**config.mk**
```make
export PLATFORM = sky130hd
export DESIGN_NAME = multicycle_control_flat
export DESIGN_NICKNAME = d
export VERILOG_FILES = /design/src/rtl/multicycle_control_if.sv /design/src/rtl/multicycle_control.sv /design/src/flat_wrapper.sv
export SDC_FILE = /design/constraint.sdc
export NUM_CORES = 1
export LEC_CHECK = 0
export BUFFER_PORTS_ARGS = -buffer_cell sky130_fd_sc_hd__buf_2
export CAP_MARGIN = 40
export CORE_MARGIN = 1.5
export CORE_UTILIZATION = 45
export CTS_CLUSTER_DIAMETER = 30
export DETAILED_ROUTE_END_ITERATION = 8
export GPL_ROUTABILITY_DRIVEN = 0
export GPL_TIMING_DRIVEN = 0
export PLACE_DENSITY = 0.68
export SYNTH_ARGS = -nofsm -noshare
export SYNTH_HDL_FRONTEND = slang
export SYNTH_SLANG_ARGS = --single-unit
```
**constraint.sdc**
```tcl
create_clock -name clk -period 2.9 [get_ports clk]
set_input_delay 0.58 -clock clk [delete_from_list [all_inputs] [get_ports clk]]
set_output_delay 0.58 -clock clk [all_outputs]
set_load 0.05 [all_outputs]
```
**src/rtl/multicycle_control_if.sv**
```systemverilog
// multicycle_control_if: opcode/handshake inputs and datapath control outputs of the multicycle sequencer
interface multicycle_control_if;
    logic [5:0] opcode;
    logic       mem_ready;
    logic       pcwrite;
    logic       pcwritecond;
    logic       iord;
    logic       memread;
    logic       memwrite;
    logic       irwrite;
    logic       regwrite;
    logic       alusrca;
    logic [1:0] alusrcb;
    logic [2:0] aluop;
    logic [1:0] regdst;
    logic [1:0] memtoreg;
    logic [1:0] pcsource;
    logic [3:0] state;
    logic       instr_done;
    logic       halted;

    modport slave (
        input  opcode, mem_ready,
        output pcwrite, pcwritecond, iord, memread, memwrite, irwrite, regwrite,
               alusrca, alusrcb, aluop, regdst, memtoreg, pcsource, state, instr_done, halted
    );

    modport master (
        output opcode, mem_ready,
        input  pcwrite, pcwritecond, iord, memread, memwrite, irwrite, regwrite,
               alusrca, alusrcb, aluop, regdst, memtoreg, pcsource, state, instr_done, halted
    );
endinterface

```
**src/rtl/multicycle_control.sv**
```systemverilog
// multicycle_control: Moore FSM sequencing fetch/decode/execute/memory/write-back for the MIPS-subset datapath
module multicycle_control (
    input logic                 clk,
    input logic                 rst,
    multicycle_control_if.slave bus
);
    typedef enum logic [3:0] {
        FETCH, DECODE, MEMADDR, MEMRD, MEMWB, MEMWR, EXEC, RWB,
        BRANCH, JUMP, JAL, IEXEC, IWB, HALT, UNUSED14, UNUSED15
    } state_t;

    typedef struct packed {
        logic       pcwrite;
        logic       pcwritecond;
        logic       iord;
        logic       memread;
        logic       memwrite;
        logic       regwrite;
        logic       alusrca;
        logic [1:0] alusrcb;
        logic [2:0] aluop;
        logic [1:0] regdst;
        logic [1:0] memtoreg;
        logic [1:0] pcsource;
        logic       done;
        logic       halted;
    } ctl_t;

    localparam logic [5:0] OP_RTYPE = 6'h00;
    localparam logic [5:0] OP_J     = 6'h02;
    localparam logic [5:0] OP_JAL   = 6'h03;
    localparam logic [5:0] OP_BEQ   = 6'h04;
    localparam logic [5:0] OP_ADDI  = 6'h08;
    localparam logic [5:0] OP_SUBI  = 6'h09;
    localparam logic [5:0] OP_LW    = 6'h23;
    localparam logic [5:0] OP_SW    = 6'h2B;

    state_t     st;
    state_t     nxt;
    logic [5:0] op_q;
    logic [5:0] nop;
    ctl_t       ctl;

    function automatic state_t next_of(state_t s, logic [5:0] op, logic [5:0] opc, logic rdy);
        state_t n;
        n = FETCH;
        case (s)
            FETCH:   n = rdy ? DECODE : FETCH;
            DECODE: begin
                case (opc)
                    OP_RTYPE:        n = EXEC;
                    OP_LW, OP_SW:    n = MEMADDR;
                    OP_BEQ:          n = BRANCH;
                    OP_J:            n = JUMP;
                    OP_JAL:          n = JAL;
                    OP_ADDI, OP_SUBI: n = IEXEC;
                    default:         n = HALT;
                endcase
            end
            MEMADDR: n = op == OP_LW ? MEMRD : MEMWR;
            MEMRD:   n = rdy ? MEMWB : MEMRD;
            MEMWR:   n = rdy ? FETCH : MEMWR;
            EXEC:    n = RWB;
            IEXEC:   n = IWB;
            HALT:    n = HALT;
            default: n = FETCH;
        endcase
        return n;
    endfunction

    // Control word for a state; handshake-gated enables are added on top at the outputs.
    function automatic ctl_t ctl_of(state_t s, logic [5:0] op);
        ctl_t c;
        c = '0;
        case (s)
            FETCH: begin
                c.memread = 1'b1;
                c.alusrcb = 2'd1;
            end
            DECODE:  c.alusrcb = 2'd3;
            MEMADDR: begin
                c.alusrca = 1'b1;
                c.alusrcb = 2'd2;
            end
            MEMRD: begin
                c.memread = 1'b1;
                c.iord    = 1'b1;
            end
            MEMWB: begin
                c.regwrite = 1'b1;
                c.memtoreg = 2'd1;
                c.done     = 1'b1;
            end
            MEMWR: begin
                c.memwrite = 1'b1;
                c.iord     = 1'b1;
            end
            EXEC: begin
                c.alusrca = 1'b1;
                c.aluop   = 3'd4;
            end
            RWB: begin
                c.regwrite = 1'b1;
                c.regdst   = 2'd1;
                c.done     = 1'b1;
            end
            BRANCH: begin
                c.alusrca     = 1'b1;
                c.aluop       = 3'd1;
                c.pcwritecond = 1'b1;
                c.pcsource    = 2'd1;
                c.done        = 1'b1;
            end
            JUMP: begin
                c.pcwrite  = 1'b1;
                c.pcsource = 2'd2;
                c.done     = 1'b1;
            end
            JAL: begin
                c.pcwrite  = 1'b1;
                c.pcsource = 2'd2;
                c.regwrite = 1'b1;
                c.regdst   = 2'd2;
                c.memtoreg = 2'd2;
                c.done     = 1'b1;
            end
            IEXEC: begin
                c.alusrca = 1'b1;
                c.alusrcb = 2'd2;
                c.aluop   = op == OP_ADDI ? 3'd2 : 3'd3;
            end
            IWB: begin
                c.regwrite = 1'b1;
                c.done     = 1'b1;
            end
            HALT:    c.halted = 1'b1;
            default: c = '0;
        endcase
        return c;
    endfunction

    always_comb begin
        nop = st == DECODE ? bus.opcode : op_q;
        nxt = next_of(st, op_q, bus.opcode, bus.mem_ready);
    end

    // Control word is registered from the next state so outputs leave flops aligned with state.
    always_ff @(posedge clk) begin
        if (rst) begin
            st   <= FETCH;
            op_q <= '0;
            ctl  <= ctl_of(FETCH, 6'h00);
        end else begin
            st   <= nxt;
            op_q <= nop;
            ctl  <= ctl_of(nxt, nop);
        end
    end

    assign bus.pcwrite     = ctl.pcwrite | (st == FETCH && bus.mem_ready);
    assign bus.irwrite     = st == FETCH && bus.mem_ready;
    assign bus.instr_done  = ctl.done | (st == MEMWR && bus.mem_ready);
    assign bus.pcwritecond = ctl.pcwritecond;
    assign bus.iord        = ctl.iord;
    assign bus.memread     = ctl.memread;
    assign bus.memwrite    = ctl.memwrite;
    assign bus.regwrite    = ctl.regwrite;
    assign bus.alusrca     = ctl.alusrca;
    assign bus.alusrcb     = ctl.alusrcb;
    assign bus.aluop       = ctl.aluop;
    assign bus.regdst      = ctl.regdst;
    assign bus.memtoreg    = ctl.memtoreg;
    assign bus.pcsource    = ctl.pcsource;
    assign bus.state       = st;
    assign bus.halted      = ctl.halted;
endmodule

```
**src/flat_wrapper.sv**
```systemverilog
// flat-port wrapper written by rule: the top's interface ports become plain ports
module multicycle_control_flat 
  (clk, rst, bus_opcode, bus_mem_ready, bus_pcwrite, bus_pcwritecond, bus_iord, bus_memread, bus_memwrite, bus_irwrite, bus_regwrite, bus_alusrca, bus_alusrcb, bus_aluop, bus_regdst, bus_memtoreg, bus_pcsource, bus_state, bus_instr_done, bus_halted);
  multicycle_control_if bus_i ();
  input logic clk;
  input logic rst;
  input wire logic [$bits(bus_i.opcode)-1:0] bus_opcode;
  input wire logic [$bits(bus_i.mem_ready)-1:0] bus_mem_ready;
  output wire logic [$bits(bus_i.pcwrite)-1:0] bus_pcwrite;
  output wire logic [$bits(bus_i.pcwritecond)-1:0] bus_pcwritecond;
  output wire logic [$bits(bus_i.iord)-1:0] bus_iord;
  output wire logic [$bits(bus_i.memread)-1:0] bus_memread;
  output wire logic [$bits(bus_i.memwrite)-1:0] bus_memwrite;
  output wire logic [$bits(bus_i.irwrite)-1:0] bus_irwrite;
  output wire logic [$bits(bus_i.regwrite)-1:0] bus_regwrite;
  output wire logic [$bits(bus_i.alusrca)-1:0] bus_alusrca;
  output wire logic [$bits(bus_i.alusrcb)-1:0] bus_alusrcb;
  output wire logic [$bits(bus_i.aluop)-1:0] bus_aluop;
  output wire logic [$bits(bus_i.regdst)-1:0] bus_regdst;
  output wire logic [$bits(bus_i.memtoreg)-1:0] bus_memtoreg;
  output wire logic [$bits(bus_i.pcsource)-1:0] bus_pcsource;
  output wire logic [$bits(bus_i.state)-1:0] bus_state;
  output wire logic [$bits(bus_i.instr_done)-1:0] bus_instr_done;
  output wire logic [$bits(bus_i.halted)-1:0] bus_halted;
  assign bus_i.opcode = bus_opcode;
  assign bus_i.mem_ready = bus_mem_ready;
  assign bus_pcwrite = bus_i.pcwrite;
  assign bus_pcwritecond = bus_i.pcwritecond;
  assign bus_iord = bus_i.iord;
  assign bus_memread = bus_i.memread;
  assign bus_memwrite = bus_i.memwrite;
  assign bus_irwrite = bus_i.irwrite;
  assign bus_regwrite = bus_i.regwrite;
  assign bus_alusrca = bus_i.alusrca;
  assign bus_alusrcb = bus_i.alusrcb;
  assign bus_aluop = bus_i.aluop;
  assign bus_regdst = bus_i.regdst;
  assign bus_memtoreg = bus_i.memtoreg;
  assign bus_pcsource = bus_i.pcsource;
  assign bus_state = bus_i.state;
  assign bus_instr_done = bus_i.instr_done;
  assign bus_halted = bus_i.halted;
  multicycle_control u_core (.clk(clk), .rst(rst), .bus(bus_i));
endmodule
```
==> metrics <==
grt ovf=0; Synth warnings=0; setup TNS=0 ns; Final Max Tran Viols=0; critical-path cell list=clkbuf_8 > nor3_2 > a31oi_1 > and2_1 > buf_6 > or3b_1 > a21oi_1; Worst Max-Slew Pin Slew=0.616 ns; Post-Syn Nets=181; Place WS=0.379 ns; ratio of cells with drive above 1 in the final layout=36.3%; Worst EP required=3.16 ns; Vias per Instance=5.25; Worst-Skew Late Latency=0.33 ns; worst stage delay on the critical path=0.54 ns; Initial Utilization=46.8%; area grow syn2layout=19.8%; Top FF cell, synth=dfxtp_1; fmax=440 MHz; status=completed; CP max stage cell=nor3_2; core area=3340 sq um; first-pass GRT wire length=5470 um; Final period util=78.4%; Die Wd=61.9 um; clock sinks=29; WL final=3400 um; sequential element share of the synthesized area=37.1%; critical path class=flip-flop to flip-flop; Syn Area/Cell=9.09 sq um; Hold Buf Count CTS=0; drt drc=0; Fill cells=318; Vias=1,354; final hold violation count=0; vias in the first global route=1,204; Tmin final=2.27 ns; number of synthesized flops with an enable pin=0; min-delay src=rst; Crit Reg-Reg Endpoint=u_core.bus.alusrca; gr usage total=20.1%; port bufs=32; max cap viols=0; Setup WS post-layout=0.627 ns; RR Startpoint=u_core.bus.state[2]; Routed WL per cell=13.2 um; Worst slew margin=58.7%; Mapped Area=1560 sq um; io pins=34; Post-synth ARST share=0%; P_leak=0.819 nW; Clock Tree Root=clkbuf_4; pwr/cell area=725 nW/um^2; worst ir drop on vdd=420 uV; CTS max path bufs=2; number of diodes=0; cts repair resizes=0; TritonRoute pass-1 iters=4; HP Class=primary input to flip-flop; die area=3840 sq um; TritonCTS clock tree=built; reg2reg setup slack=0.63 ns; fin util=56.1%; clock skew=0.0154 ns; initial antenna violation count=0; largest net degree at the start of global routing=11; Hold Path End=u_core.bus.state[3]; final net count=220; RSZ-0062 raised after global routing=false; 1st-iter DRT viols=43; Hold Path Depth=2; Synth Register Bits=29; CP arrival=2.53 ns; crit path capture type=flip-flop; HPWL after DPL=2530 um; cells after synthesis=172; Setup crit start kind=flip-flop; Synth cell types=47; CTS H-tree lvls=2; Routed Antenna Nets=0; site row count=21; clock slew at reported path FFs=0.10 ns; CTS buffer count=5; setup-violating endpoint count in the final report=0; Die Y=61.9 um; Tot Pwr=1.36 mW; total setup buffers inserted after CTS=0; R2R depth=7; CP max FO=10
==> registers in the layout, indices dropped and copies added (netlist names) <==
| register | cells |
|---|---|
| u_core.bus.regdst | 2 |
| u_core.bus.memread | 1 |
| u_core.op_q | 6 |
| u_core.bus.pcwritecond | 1 |
| u_core.bus.iord | 1 |
| u_core.bus.alusrcb | 2 |
| u_core.bus.memtoreg | 2 |
| u_core.bus.memwrite | 1 |
| u_core.bus.halted | 1 |
| u_core.bus.aluop | 3 |
| u_core.bus.alusrca | 1 |
| u_core.bus.state | 4 |
| u_core.ctl | 2 |
| u_core.bus.pcsource | 1 |
| u_core.bus.regwrite | 1 |
==> cells in the mapped netlist (2+ instances only) <==
master / number / share of area, %
mux2i_1: 3 / 1.9
nand2_1: 18 / 4.3
inv_1: 3 / 0.72
buf_4: 13 / 6.2
or2_2: 2 / 0.80
nand3_1: 2 / 0.64
nor2_1: 16 / 3.8
or3_1: 3 / 1.2
nand2b_1: 4 / 1.6
a21oi_1: 10 / 3.2
o21ai_0: 6 / 1.9
nor3b_1: 5 / 2.4
nor4_1: 6 / 2.4
o22ai_1: 3 / 1.2
buf_6: 5 / 3.6
nor2b_1: 7 / 2.8
nand3b_1: 2 / 0.96
dfxtp_1: 29 / 37
o211ai_1: 2 / 0.96
nor3_1: 3 / 0.96
a211o_2: 2 / 1.3
a31oi_1: 2 / 0.80
clkbuf_8: 2 / 1.8
==> placed cells by master (no fill, tap or decap), types with 4 or more instances in the layout <==
master	count
nor3b_1	5
nand2b_1	4
nor4_1	5
a21oi_1	10
buf_4	13
nor2b_1	7
o21ai_0	6
nor2_1	16
buf_2	33
dfxtp_1	29
buf_6	5
clkbuf_4	5
nand2_1	18
==> area by class of cell <==
type | count | area, sq um | share of cell area, %
multi-input cells | 118 | 787 | 42.0
well taps | 46 | 57.6 | 3.07
repair buffers | 32 | 160 | 8.56
clock buffers | 7 | 55.1 | 2.94
clock inverters | 1 | 30.0 | 1.60
flip-flops and latches | 29 | 581 | 31.0
plain buffers | 22 | 190 | 10.2
inverters | 3 | 11.3 | 0.602
==> power by group <==
part           internal (mW)  leakage, nW  switching, mW
combinational          0.191        0.537          0.353
sequential             0.444        0.237         0.0214
clock                  0.206       0.0455          0.141
==> kinds of logic (layout without fill, tap and decap cells) <==
kind of cell	Yosys count	count (layout)	share of synthesized area [%]
AO/OA/AOI/OAI	33	33	17.2
XOR/XNOR	2	2	1.60
flip-flops	29	29	37.1
multiplexers	3	3	1.92
buffers and inverters	25	65	12.9
AND/OR/NAND/NOR	80	80	29.2
==> routing by layer <==
metal  part of all wire [%]  vias to the layer above  GRT usage, %
met5                      0                        -             0
li1                       -                      679             -
met1                     44                      621          25.6
met3                    5.4                        6          5.59
met2                     49                       48          30.4
met4                    1.4                        0          11.9
==> critical path: cells and delay by family (launching register included) <==
family / cells / cell delay [ns]
flip-flops: 1 / 0.33
AO/OA/AOI/OAI: 2 / 0.35
AND/OR/NAND/NOR: 3 / 1.17
buffers and inverters: 2 / 0.32
==> how the worst max path moves through the flow <==
stage	from	endpoint	cells past startpoint
final	u_core.bus.state[2]	u_core.bus.alusrca	7
after global routing	u_core.bus.state[3]	u_core.bus.aluop[0]	6
after CTS	u_core.bus.state[0]	bus_pcwrite	4
after detailed placement	bus_opcode[5]	u_core.bus.aluop[0]	8
after global placement	bus_opcode[5]	u_core.bus.aluop[0]	8
after floorplan	u_core.bus.state[0]	bus_pcwrite	3
==> per-stage QoR <==
step | std cells | area (sq um) | hold WS (ns)
4_1_cts | 258 | 1870 | 0.436
3_3_place_gp | 250 | 1790 | 0.454
6_report | 258 | 1870 | 0.450
3_5_place_dp | 250 | 1790 | 0.463
5_1_grt | 258 | 1870 | 0.441
2_1_floorplan | 172 | 1570 | 0.439
No activity file was read; power rests on OpenSTA's default activity.
